===== config.mk =====
export PLATFORM = sky130hd
export DESIGN_NAME = pipeline_stall_ctrl
export DESIGN_NICKNAME = d
export VERILOG_FILES = /design/src/rtl/pipeline_stall_ctrl.sv
export SDC_FILE = /design/constraint.sdc
export NUM_CORES = 1
export LEC_CHECK = 0
export ABC_CLOCK_PERIOD_IN_PS = 4900
export CAP_MARGIN = 20
export CORE_MARGIN = 1
export CORE_UTILIZATION = 45
export DETAILED_ROUTE_END_ITERATION = 10
export PLACE_DENSITY = 0.71
export SETUP_SLACK_MARGIN = 0.1
export SYNTH_ARGS = -nofsm -noshare
export SYNTH_HDL_FRONTEND = slang
export SYNTH_SLANG_ARGS = --single-unit

===== constraint.sdc =====
create_clock -name clk -period 4.9 [get_ports clk]
set_clock_uncertainty 0.05 [all_clocks]
set_input_delay 0.735 -clock clk [delete_from_list [all_inputs] [get_ports clk]]
set_output_delay 0.735 -clock clk [all_outputs]
set_load 0.03 [all_outputs]

===== src/rtl/pipeline_stall_ctrl.sv =====
// -----------------------------------------------------------------------------
// pipeline_stall_ctrl
//   Turns hazard requests into per-stage write-enable, flush and bubble controls
//   for a 5-stage pipeline. A load-use stall holds PC and IF/ID while a bubble
//   enters ID/EX. A taken branch/jump squashes IF/ID and ID/EX. A busy data
//   memory freezes every stage. A flush that arrives while memory is busy is
//   remembered and applied in the cycle the wait ends. A wait that lasts
//   MAX_WAIT consecutive cycles locks the block into a sticky error state,
//   which only rst clears. Two saturating counters record stall/freeze cycles
//   and applied flushes.
//
// Parameters
//   MAX_WAIT      consecutive mem_busy cycles that trigger the timeout (0 = never)
//   CNT_W         width of the performance counters
//
// Ports
//   clk           in   system clock, rising edge
//   rst           in   asynchronous reset, active-high
//   stall_req     in   load-use stall request from hazard detection
//   flush_req     in   branch/jump taken, squash IF/ID and ID/EX this cycle
//   mem_busy      in   data memory cannot complete the access this cycle
//   pc_we         out  PC register write enable
//   if_id_we      out  IF/ID register write enable
//   if_id_flush   out  IF/ID loads a NOP
//   id_ex_we      out  ID/EX register write enable
//   id_ex_bubble  out  ID/EX loads zeroed control
//   err_timeout   out  sticky memory-wait timeout flag
//   stall_cycles  out  saturating count of stall/freeze cycles
//   flush_count   out  saturating count of applied flushes
// -----------------------------------------------------------------------------
module pipeline_stall_ctrl #(
   parameter int MAX_WAIT = 16,
   parameter int CNT_W    = 16
) (
   input  logic             clk,
   input  logic             rst,
   input  logic             stall_req,
   input  logic             flush_req,
   input  logic             mem_busy,
   output logic             pc_we,
   output logic             if_id_we,
   output logic             if_id_flush,
   output logic             id_ex_we,
   output logic             id_ex_bubble,
   output logic             err_timeout,
   output logic [CNT_W-1:0] stall_cycles,
   output logic [CNT_W-1:0] flush_count
);

   localparam int WAIT_W = (MAX_WAIT < 1) ? 1 : $clog2(MAX_WAIT + 1);
   localparam logic [WAIT_W-1:0] WAIT_MAX = WAIT_W'(MAX_WAIT);

   typedef enum logic [1:0] {
      S_RUN   = 2'd0,
      S_WAIT  = 2'd1,
      S_ERROR = 2'd2
   } state_t;

   state_t            state_q, state_d;
   logic [WAIT_W-1:0] wait_cnt_q, wait_cnt_d;
   logic              pend_flush_q, pend_flush_d;
   logic              err_q, err_d;
   logic [CNT_W-1:0]  stall_cnt_q, stall_cnt_d;
   logic [CNT_W-1:0]  flush_cnt_q, flush_cnt_d;

   logic              flush_eff;
   logic [WAIT_W-1:0] wait_inc;
   logic              stall_inc;
   logic              flush_inc;

   // Increment that sticks at the all-ones value instead of wrapping.
   function automatic logic [CNT_W-1:0] sat_inc(input logic [CNT_W-1:0] v,
                                                 input logic en);
      if (en && (v != {CNT_W{1'b1}}))
         return v + CNT_W'(1);
      return v;
   endfunction

   assign flush_eff = flush_req | pend_flush_q;
   assign wait_inc  = wait_cnt_q + WAIT_W'(1);

   always_comb begin
      state_d      = state_q;
      wait_cnt_d   = wait_cnt_q;
      pend_flush_d = pend_flush_q;
      stall_inc    = 1'b0;
      flush_inc    = 1'b0;
      pc_we        = 1'b0;
      if_id_we     = 1'b0;
      if_id_flush  = 1'b0;
      id_ex_we     = 1'b0;
      id_ex_bubble = 1'b0;

      unique case (state_q)
         S_RUN, S_WAIT: begin
            if (mem_busy) begin
               // Full freeze; all enables stay at their 0 defaults. A flush
               // seen now is parked until memory releases the pipeline.
               stall_inc    = 1'b1;
               pend_flush_d = flush_eff;
               state_d      = S_WAIT;
               if (state_q == S_RUN) begin
                  wait_cnt_d = WAIT_W'(1);
                  if (MAX_WAIT == 1)
                     state_d = S_ERROR;
               end else begin
                  wait_cnt_d = wait_inc;
                  if ((MAX_WAIT != 0) && (wait_inc == WAIT_MAX))
                     state_d = S_ERROR;
               end
            end else begin
               // Not busy: the same rules apply whether we were running or
               // just leaving a wait, so a held flush or a stall acts at once.
               wait_cnt_d = '0;
               state_d    = S_RUN;
               if (flush_eff) begin
                  // Flush beats a concurrent load-use stall: the stalled
                  // instruction is squashed anyway.
                  pc_we        = 1'b1;
                  if_id_we     = 1'b1;
                  id_ex_we     = 1'b1;
                  if_id_flush  = 1'b1;
                  id_ex_bubble = 1'b1;
                  flush_inc    = 1'b1;
                  pend_flush_d = 1'b0;
               end else if (stall_req) begin
                  id_ex_we     = 1'b1;
                  id_ex_bubble = 1'b1;
                  stall_inc    = 1'b1;
               end else begin
                  pc_we        = 1'b1;
                  if_id_we     = 1'b1;
                  id_ex_we     = 1'b1;
               end
            end
         end
         S_ERROR: begin
            // Permanent freeze; counters and pending flush hold.
         end
         default: begin
            state_d = S_RUN;
         end
      endcase

      // Reset state is RUN, whose idle outputs would enable writes; force
      // everything quiet while rst is held.
      if (rst) begin
         pc_we        = 1'b0;
         if_id_we     = 1'b0;
         if_id_flush  = 1'b0;
         id_ex_we     = 1'b0;
         id_ex_bubble = 1'b0;
      end
   end

   assign err_d       = (state_d == S_ERROR);
   assign stall_cnt_d = sat_inc(stall_cnt_q, stall_inc);
   assign flush_cnt_d = sat_inc(flush_cnt_q, flush_inc);

   always_ff @(posedge clk or posedge rst) begin
      if (rst) begin
         state_q      <= S_RUN;
         wait_cnt_q   <= '0;
         pend_flush_q <= 1'b0;
         err_q        <= 1'b0;
         stall_cnt_q  <= '0;
         flush_cnt_q  <= '0;
      end else begin
         state_q      <= state_d;
         wait_cnt_q   <= wait_cnt_d;
         pend_flush_q <= pend_flush_d;
         err_q        <= err_d;
         stall_cnt_q  <= stall_cnt_d;
         flush_cnt_q  <= flush_cnt_d;
      end
   end

   assign err_timeout  = err_q;
   assign stall_cycles = stall_cnt_q;
   assign flush_count  = flush_cnt_q;

endmodule


-- After elaboration in Yosys (flattened, before gate mapping)
Index checks and enable logic that the tools add are counted.
W data, S select, Z words.
- flip-flop bits (word level): 41
- bits of input ports: 5
- output and inout port bits: 38
- word-level logic and storage cells: 54
- add/subtract/negate cells: 3
- eq/ne operators: 6
- muxes and demuxes: 32
- bitwise operators: 1
- reduce and logical (&&, ||, !) cells: 6
- operators by type and width (kind ; number):
    $add A16 B1 Y16 const B ; 2
    $mux W16 ; 2
    $ne A16 B16 Y1 const B ; 2
    $mux W1 ; 24
    $mux W5 ; 2
    $mux W2 ; 3
    $add A5 B1 Y5 const B ; 1
    $eq A5 B5 Y1 const B ; 1
    $eq A2 B2 Y1 const B ; 2
    $pmux W2 S2 ; 1
    $eq A2 B1 Y1 const B ; 1
    $logic_and A1 B1 Y1 ; 2
    $logic_not A2 Y1 ; 1
    $reduce_and A2 Y1 ; 1
    $reduce_bool A2 Y1 ; 1
    $reduce_or A2 Y1 ; 1
    $or A1 B1 Y1 ; 1

-- Longest topological paths before layout
Gate-level depths: netlist (run 1).
- word-level depth: 7
- gate-level depth with buffers: 6

-- Least setup slack after synthesis (run 1)
Ideal clock, no wire load.
- path kind: input port to output port
- start: input port mem_busy
- end: output port pc_we
- arrival time: 2393 ps
- slack: 1722 ps
- cell stages on the path: 3
- buffers on the path: 1
- path through: nor3_1 nor2b_1 buf_4
- cells in the longest elaborated chain, start to end: 3
- RTL lines (what ; line ; source):
    from (decl) ; 39 ; input logic mem_busy,
    $mux W1 (3 in series) ; n/a ;
    to (decl) ; 40 ; output logic pc_we,
Every way passes these cells.

-- Final worst setup path (run 1)
- start: input port mem_busy
- end: output port pc_we
- cells in the longest elaborated chain, start to end: 3
- RTL lines (what ; line ; source):
    $mux W1 ; 96 ; if (mem_busy) begin
    $mux W1 ; 94 ; unique case (state_q)
    $mux W1 ; 147 ; if (rst) begin
Every way passes these cells.

==> flow_summary.json, run 1 <==
{
  "top_usage_layer": "met2",
  "synthToLayoutAreaGrowth_pct": 25.4,
  "gr-usage-met2_pct": 29.3,
  "n_fill_cell": 406,
  "reg2reg_from": "stall_cycles[0]",
  "r2r_end": "stall_cycles[1]",
  "place_area_um2": 2700,
  "numClockSinks": 41,
  "worst_pin_slew_ns": 0.627,
  "ys_ff_latch": 41,
  "pwr-share-clk_pct": 37.7,
  "path_max_fanout": 7,
  "wl_per_cell_um": 14.1,
  "worstPathArrival_ns": 2.60,
  "gp_congestion": 0.791,
  "rows": 25,
  "fin_area_um2": 2790,
  "cts_tree": "done",
  "ir_drop_mv": 0.113,
  "portBuffers": 42,
  "fin_crit_sh_pct": 69.2,
  "rr_worst_depth": 5,
  "ys_seq_area_share_pct": 46.2,
  "synth.most_common_cell": "dfrtp_1",
  "tns_ns": 0,
  "power_switching_uw": 128,
  "rsz0062_at_grt": "no",
  "grt-ovfl-total": 0,
  "worstHoldStart": "flush_count[9]",
  "p_sw_share_pct": 22.4,
  "die_area_um2": 5220,
  "slew_violations": 0,
  "netlist_area_um2": 2220,
  "fin_crit_ns": 3.39,
  "cts_root_buf": "clkbuf_8",
  "max_cap_violations": 0,
  "cts_resized": 0,
  "synth_top_family_by_area": "simple AND/OR/NAND/NOR gates",
  "io_pins": 43,
  "path_cells": "clkdlybuf4s50_1 -> nor3_1 -> nor2b_1 -> clkdlybuf4s50_1",
  "crit_path_frequent_cell": "clkdlybuf4s50_1",
  "synthTopCellsByArea": "dfrtp_1 (46%), xor2_1 (8.3%), nand2_1 (3.0%)",
  "fp.dieH_um": 72.3,
  "power.leakage_uw": 0.00128,
  "postRouteAntennaNets": 0,
  "final_util_pct": 59.0,
  "grt_max_degree": 42,
  "met3_usage_pct": 4.86,
  "numCtsBuffers": 5,
  "grt_use_total_pct": 18.8,
  "synth-compound-area-share_pct": 8.79,
  "cts_setup_buffers": 0,
  "synthesis.nets": 210,
  "use_met1_pct": 25.7,
  "powerDensity_nw_per_um2": 205,
  "critPathKind": "input pin to output port",
  "ctsHoldBuffers": 0,
  "grt_pass1_vias": 1586,
  "ys_types": 54,
  "hold_path_class": "flip-flop to flip-flop",
  "layout-drive-gt1-share_pct": 11.3,
  "clock_path_buffers": 2,
  "core_um2": 4720,
  "seqPwrFrac_pct": 59.5,
  "synth_xor_area_share_pct": 10.6,
  "crit_required_ns": 4.12,
  "grt_pass1_wl_um": 7530,
  "synth-simple-area-share_pct": 26.9,
  "clock_latency_ns": 0.29,
  "wl_um": 4420,
  "power_frac_comb_pct": 2.8,
  "fin_cells": 314,
  "dr.pass1.iters": 4,
  "fmax_mhz": 295,
  "avgSynthCellArea_um2": 11.0,
  "drt_drc_violations_left": 0,
  "start_util_pct": 47.0,
  "synthFlopType": "dfrtp_1",
  "cp-endpoint": "pc_we",
  "synth_common_cells": "dfrtp_1 (41), xor2_1 (21), nand2_1 (18), nor3_1 (11), nand3_1 (10)",
  "cp-end-kind": "output port",
  "ys_async_sr_fraction_pct": 100,
  "synth_cells": 201,
  "regToRegSetupSlack_ns": 2.80,
  "ys.warnings.count": 0,
  "htree_levels": 2,
  "antenna_cells": 0,
  "dp_cells": 306,
  "slew_headroom_pct": 58.2,
  "critical-path-max-stage-delay_ns": 0.70,
  "vias_per_cell": 5.46,
  "slowest_stage": "clkdlybuf4s50_1",
  "drt-initial-drc-count": 106,
  "die_x_um": 72.3,
  "cp-startpoint": "mem_busy",
  "dp.final_hpwl_um": 3080,
  "netlist.top_cell.by_area": "dfrtp_1",
  "nets": 255,
  "synth-adder-area-share_pct": 2.25,
  "synth_edf_count": 0,
  "antenna_found_initial": 0,
  "via_count": 1713,
  "yosys-mux-area-fraction_pct": 2.65,
  "yosysTopAreaCellShare_pct": 46.2,
  "intPower_uw": 442,
  "outcome": "completed",
  "crit_path_start_kind": "input pin",
  "path_clk_slew_ns": 0.08,
  "setup_viol": 0,
  "hold_violations": 0
}
==> power by group through the flow <==
stage / registers [uW] / logic [uW] / clock network [uW]
after floorplan: 347 / 7.04 / 0
after global placement: 346 / 16.1 / 0
after detailed placement: 346 / 16.6 / 0
after CTS: 339 / 16.6 / 222
after global routing: 339 / 18.3 / 238
final: 339 / 15.8 / 215
==> cells by family after synthesis <==
logic type | Yosys count
AO/OA/AOI/OAI | 27
XOR/XNOR | 27
adder cells (fa/ha/maj) | 4
buffers and inverters | 11
flip-flops | 41
multiplexers | 5
AND/OR/NAND/NOR | 86
==> cell type report <==
type	count	area, um^2	area share, %
repair buffers	43	428	15.4
clock buffers	5	68.8	2.47
flip-flops and latches	41	1030	36.8
well taps	67	83.8	3.01
clock inverters	3	17.5	0.629
inverters	6	22.5	0.809
multi-input cells	149	1140	40.9
==> metal layers <==
layer	share of wire (%)	vias to the layer above
li1	-	836
met1	48	832
met2	46	43
met3	4.6	2
met4	0.66	0
met5	0	-
==> state kept, by name, summed over array words and instances (netlist names) <==
name / count
flush_count: 16
stall_cycles: 16
wait_cnt_q: 5
state_q: 2
err_timeout: 1
pend_flush_q: 1
==> worst max-delay path: cells and delay by family <==
family        cells  cell delay, ns
simple gates      2            0.63
buf+inv           2            1.24
==> how the worst min path moves through the flow <==
stage	end	slack [ns]	depth (start not counted)
2_1_floorplan	wait_cnt_q[4]	0.42	2
3_3_place_gp	flush_count[9]	0.43	1
3_5_place_dp	wait_cnt_q[4]	0.44	2
4_1_cts	flush_count[9]	0.46	1
5_1_grt	flush_count[9]	0.48	1
6_report	flush_count[9]	0.46	1
==> cells in the final DEF (no fill, tap or decap), types with 3 or more instances in the layout <==
cell type and n:
and3_1 4, nor2_1 4, o21ai_0 5, inv_1 6, xor2_1 21, ha_1 4, nor4_4 3, nor4_1 7
nand3_1 10, nor3_1 11, dfrtp_1 41, xnor2_1 6, nand4_4 3, clkdlybuf4s50_1 42, nor4_2 3, clkbuf_8 5
nand2_1 18
==> per-stage QoR <==
stage | hold WS (ns) | total power (uW) | worst slack [ns]
2_1_floorplan | 0.420 | 354 | 1.72
3_3_place_gp | 0.430 | 362 | 1.58
3_5_place_dp | 0.440 | 362 | 1.50
4_1_cts | 0.461 | 578 | 1.48
5_1_grt | 0.475 | 596 | 1.38
6_report | 0.457 | 570 | 1.51
No activity file was read; power rests on OpenSTA's default activity.
==> inputs of run 2 (changes only) <==
--- a/config.mk
+++ b/config.mk
@@ -5,12 +5,12 @@
 export SDC_FILE = /design/constraint.sdc
 export NUM_CORES = 1
 export LEC_CHECK = 0
-export ABC_CLOCK_PERIOD_IN_PS = 4900
+export ABC_CLOCK_PERIOD_IN_PS = 3000
 export CAP_MARGIN = 20
 export CORE_MARGIN = 1
 export CORE_UTILIZATION = 45
 export DETAILED_ROUTE_END_ITERATION = 10
-export PLACE_DENSITY = 0.71
+export PLACE_DENSITY = 0.74
 export SETUP_SLACK_MARGIN = 0.1
 export SYNTH_ARGS = -nofsm -noshare
 export SYNTH_HDL_FRONTEND = slang
==> constraint.sdc (replaced) <==
create_clock -name clk -period 3 [get_ports clk]
set_clock_uncertainty 0.05 [all_clocks]
set_input_delay 0.45 -clock clk [delete_from_list [all_inputs] [get_ports clk]]
set_output_delay 0.45 -clock clk [all_outputs]
set_load 0.03 [all_outputs]
==> flow_summary.json, run 2 (synthesis results as in run 1) <==
{
  "cts_setup_buffers": 0,
  "wl_per_cell_um": 14.2,
  "core_um2": 4720,
  "worstPathArrival_ns": 2.10,
  "start_util_pct": 47.0,
  "multiInputGateArea_um2": 1140,
  "setup_viol": 0,
  "p_sw_share_pct": 19.6,
  "grt_max_degree": 42,
  "rows": 25,
  "critPathKind": "input pin to output port",
  "antenna_found_initial": 0,
  "pwr-share-clk_pct": 44.0,
  "critPathBufInv": 2,
  "mostFrequentLayoutCells": "clkdlybuf4s50_1 (42), dfrtp_1 (41), xor2_1 (21)",
  "slew_headroom_pct": 59.7,
  "antenna_cells": 0,
  "io_pins": 43,
  "critical-path-max-stage-delay_ns": 0.69,
  "slew_violations": 0,
  "power_switching_uw": 203,
  "path_cells": "clkdlybuf4s50_1 -> nor3_1 -> nor2b_1 -> clkdlybuf4s50_1",
  "fin_cells": 315,
  "numClockSinks": 41,
  "hold_path_class": "flip-flop to flip-flop",
  "vias_per_cell": 5.41,
  "via_count": 1705,
  "worstSetupPathDepth": 4,
  "grt_use_total_pct": 18.6,
  "fin_crit_ns": 2.60,
  "portBuffers": 42,
  "clock_latency_ns": 0.29,
  "clock_path_buffers": 2,
  "grt_pass1_vias": 1614,
  "grt-ovfl-total": 0,
  "grt_pass1_wl_um": 7650,
  "cts_resized": 0,
  "die_x_um": 72.3,
  "regArea_um2": 1030,
  "crit_path_frequent_cell": "clkdlybuf4s50_1",
  "layout-drive-gt1-share_pct": 11.3,
  "drt-initial-drc-count": 110,
  "powerDensity_nw_per_um2": 367,
  "wl_um": 4470,
  "hold_depth": 1,
  "rsz0062_at_grt": "no",
  "regToRegSetupSlack_ns": 0.94,
  "cts_tree": "done",
  "dr.pass1.iters": 4,
  "fp.dieH_um": 72.3,
  "gp_congestion": 0.802,
  "cp-end-kind": "output port",
  "ir_drop_mv": 0.241,
  "synthToLayoutAreaGrowth_pct": 27.1,
  "rr_worst_depth": 5,
  "dp.final_hpwl_um": 3170,
  "cts_root_buf": "clkbuf_8",
  "n_fill_cell": 403,
  "hold_violations": 0,
  "path_max_fanout": 4,
  "ctsHoldBuffers": 0,
  "postRouteAntennaNets": 0,
  "fmax_mhz": 384,
  "crit_path_start_kind": "input pin",
  "crit_required_ns": 2.50,
  "worst_pin_slew_ns": 0.599,
  "layout_commonest_cell": "clkdlybuf4s50_1",
  "path_clk_slew_ns": 0.08,
  "numCtsBuffers": 5,
  "tns_ns": 0,
  "htree_levels": 2,
  "power.leakage_uw": 0.00130,
  "dp_cells": 307,
  "seqPwrFrac_pct": 53.5,
  "intPower_uw": 833,
  "power_frac_comb_pct": 2.6,
  "slowest_stage": "clkdlybuf4s50_1",
  "max_cap_violations": 0,
  "critPathTopFamily": "buffers and inverters",
  "fin_crit_sh_pct": 86.8,
  "nets": 256,
  "outcome": "completed",
  "drt_drc_violations_left": 0,
  "die_area_um2": 5220
}
## run 2: cell count changes in the layout (fill, tap and decap cells not counted), sizes merged
cell and delta:
clkinv -2, clkbuf +2, buf +1, clkinvlp -1, bufinv +1
## run 2: per-layer routing
layer / up-vias / share of wire, % / track usage [%]
li1: 830 / - / -
met1: 837 / 49 / 27.2
met2: 33 / 47 / 28.3
met3: 5 / 2.7 / 2.50
met4: 0 / 1.2 / 6.54
met5: - / 0 / 0
## run 2: stage by stage
stage / utilization [%] / total power (uW) / area [um^2] / hold slack, ns / worst slack, ns
2_1_floorplan: - / 578 / 2220 / 0.420 / 0.320
3_3_place_gp: 57.3 / 593 / 2710 / 0.431 / 0.424
3_5_place_dp: 57.3 / 593 / 2710 / 0.447 / 0.372
4_1_cts: 59.8 / 1050 / 2820 / 0.462 / 0.362
5_1_grt: 59.8 / 1070 / 2820 / 0.486 / 0.305
6_report: 59.8 / 1040 / 2820 / 0.463 / 0.395
## run 2: worst paths after layout
| check | from | to |
|---|---|---|
| worst max-delay path | mem_busy | pc_we |
| worst min-delay path | flush_count[8] | flush_count[8] |
| worst max register to register | stall_cycles[0] | stall_cycles[1] |
| worst min register to register | flush_count[8] | flush_count[8] |
| max in group asynchronous | rst | stall_cycles[11] |
| min in group asynchronous | rst | pend_flush_q |
## run 2: final cells by class
class	count	share of cell area, %
repair buffers	44	15.4
flip-flops and latches	41	36.3
clock inverters	1	1.06
inverters	6	0.798
clock buffers	7	3.06
multi-input cells	149	40.3
well taps	67	2.97
## run 2: worst reg2reg max path: cells and delay by family (launching register included)
| family | cells | cell delay, ns |
|---|---|---|
| and+or+nand+nor | 2 | 0.70 |
| DFF | 1 | 0.40 |
| muxes | 1 | 0.32 |
| adders and majority gates | 1 | 0.25 |
| AOI/OAI and AO/OA | 1 | 0.23 |
## run 2: power groups by stage
stage / sequential (uW) / clock [uW] / combinational [uW]
2_1_floorplan: 566 / 0 / 11.5
5_1_grt: 554 / 490 / 30.0
6_report: 554 / 456 / 26.7
3_5_place_dp: 565 / 0 / 27.7
4_1_cts: 554 / 465 / 27.7
3_3_place_gp: 565 / 0 / 27.5
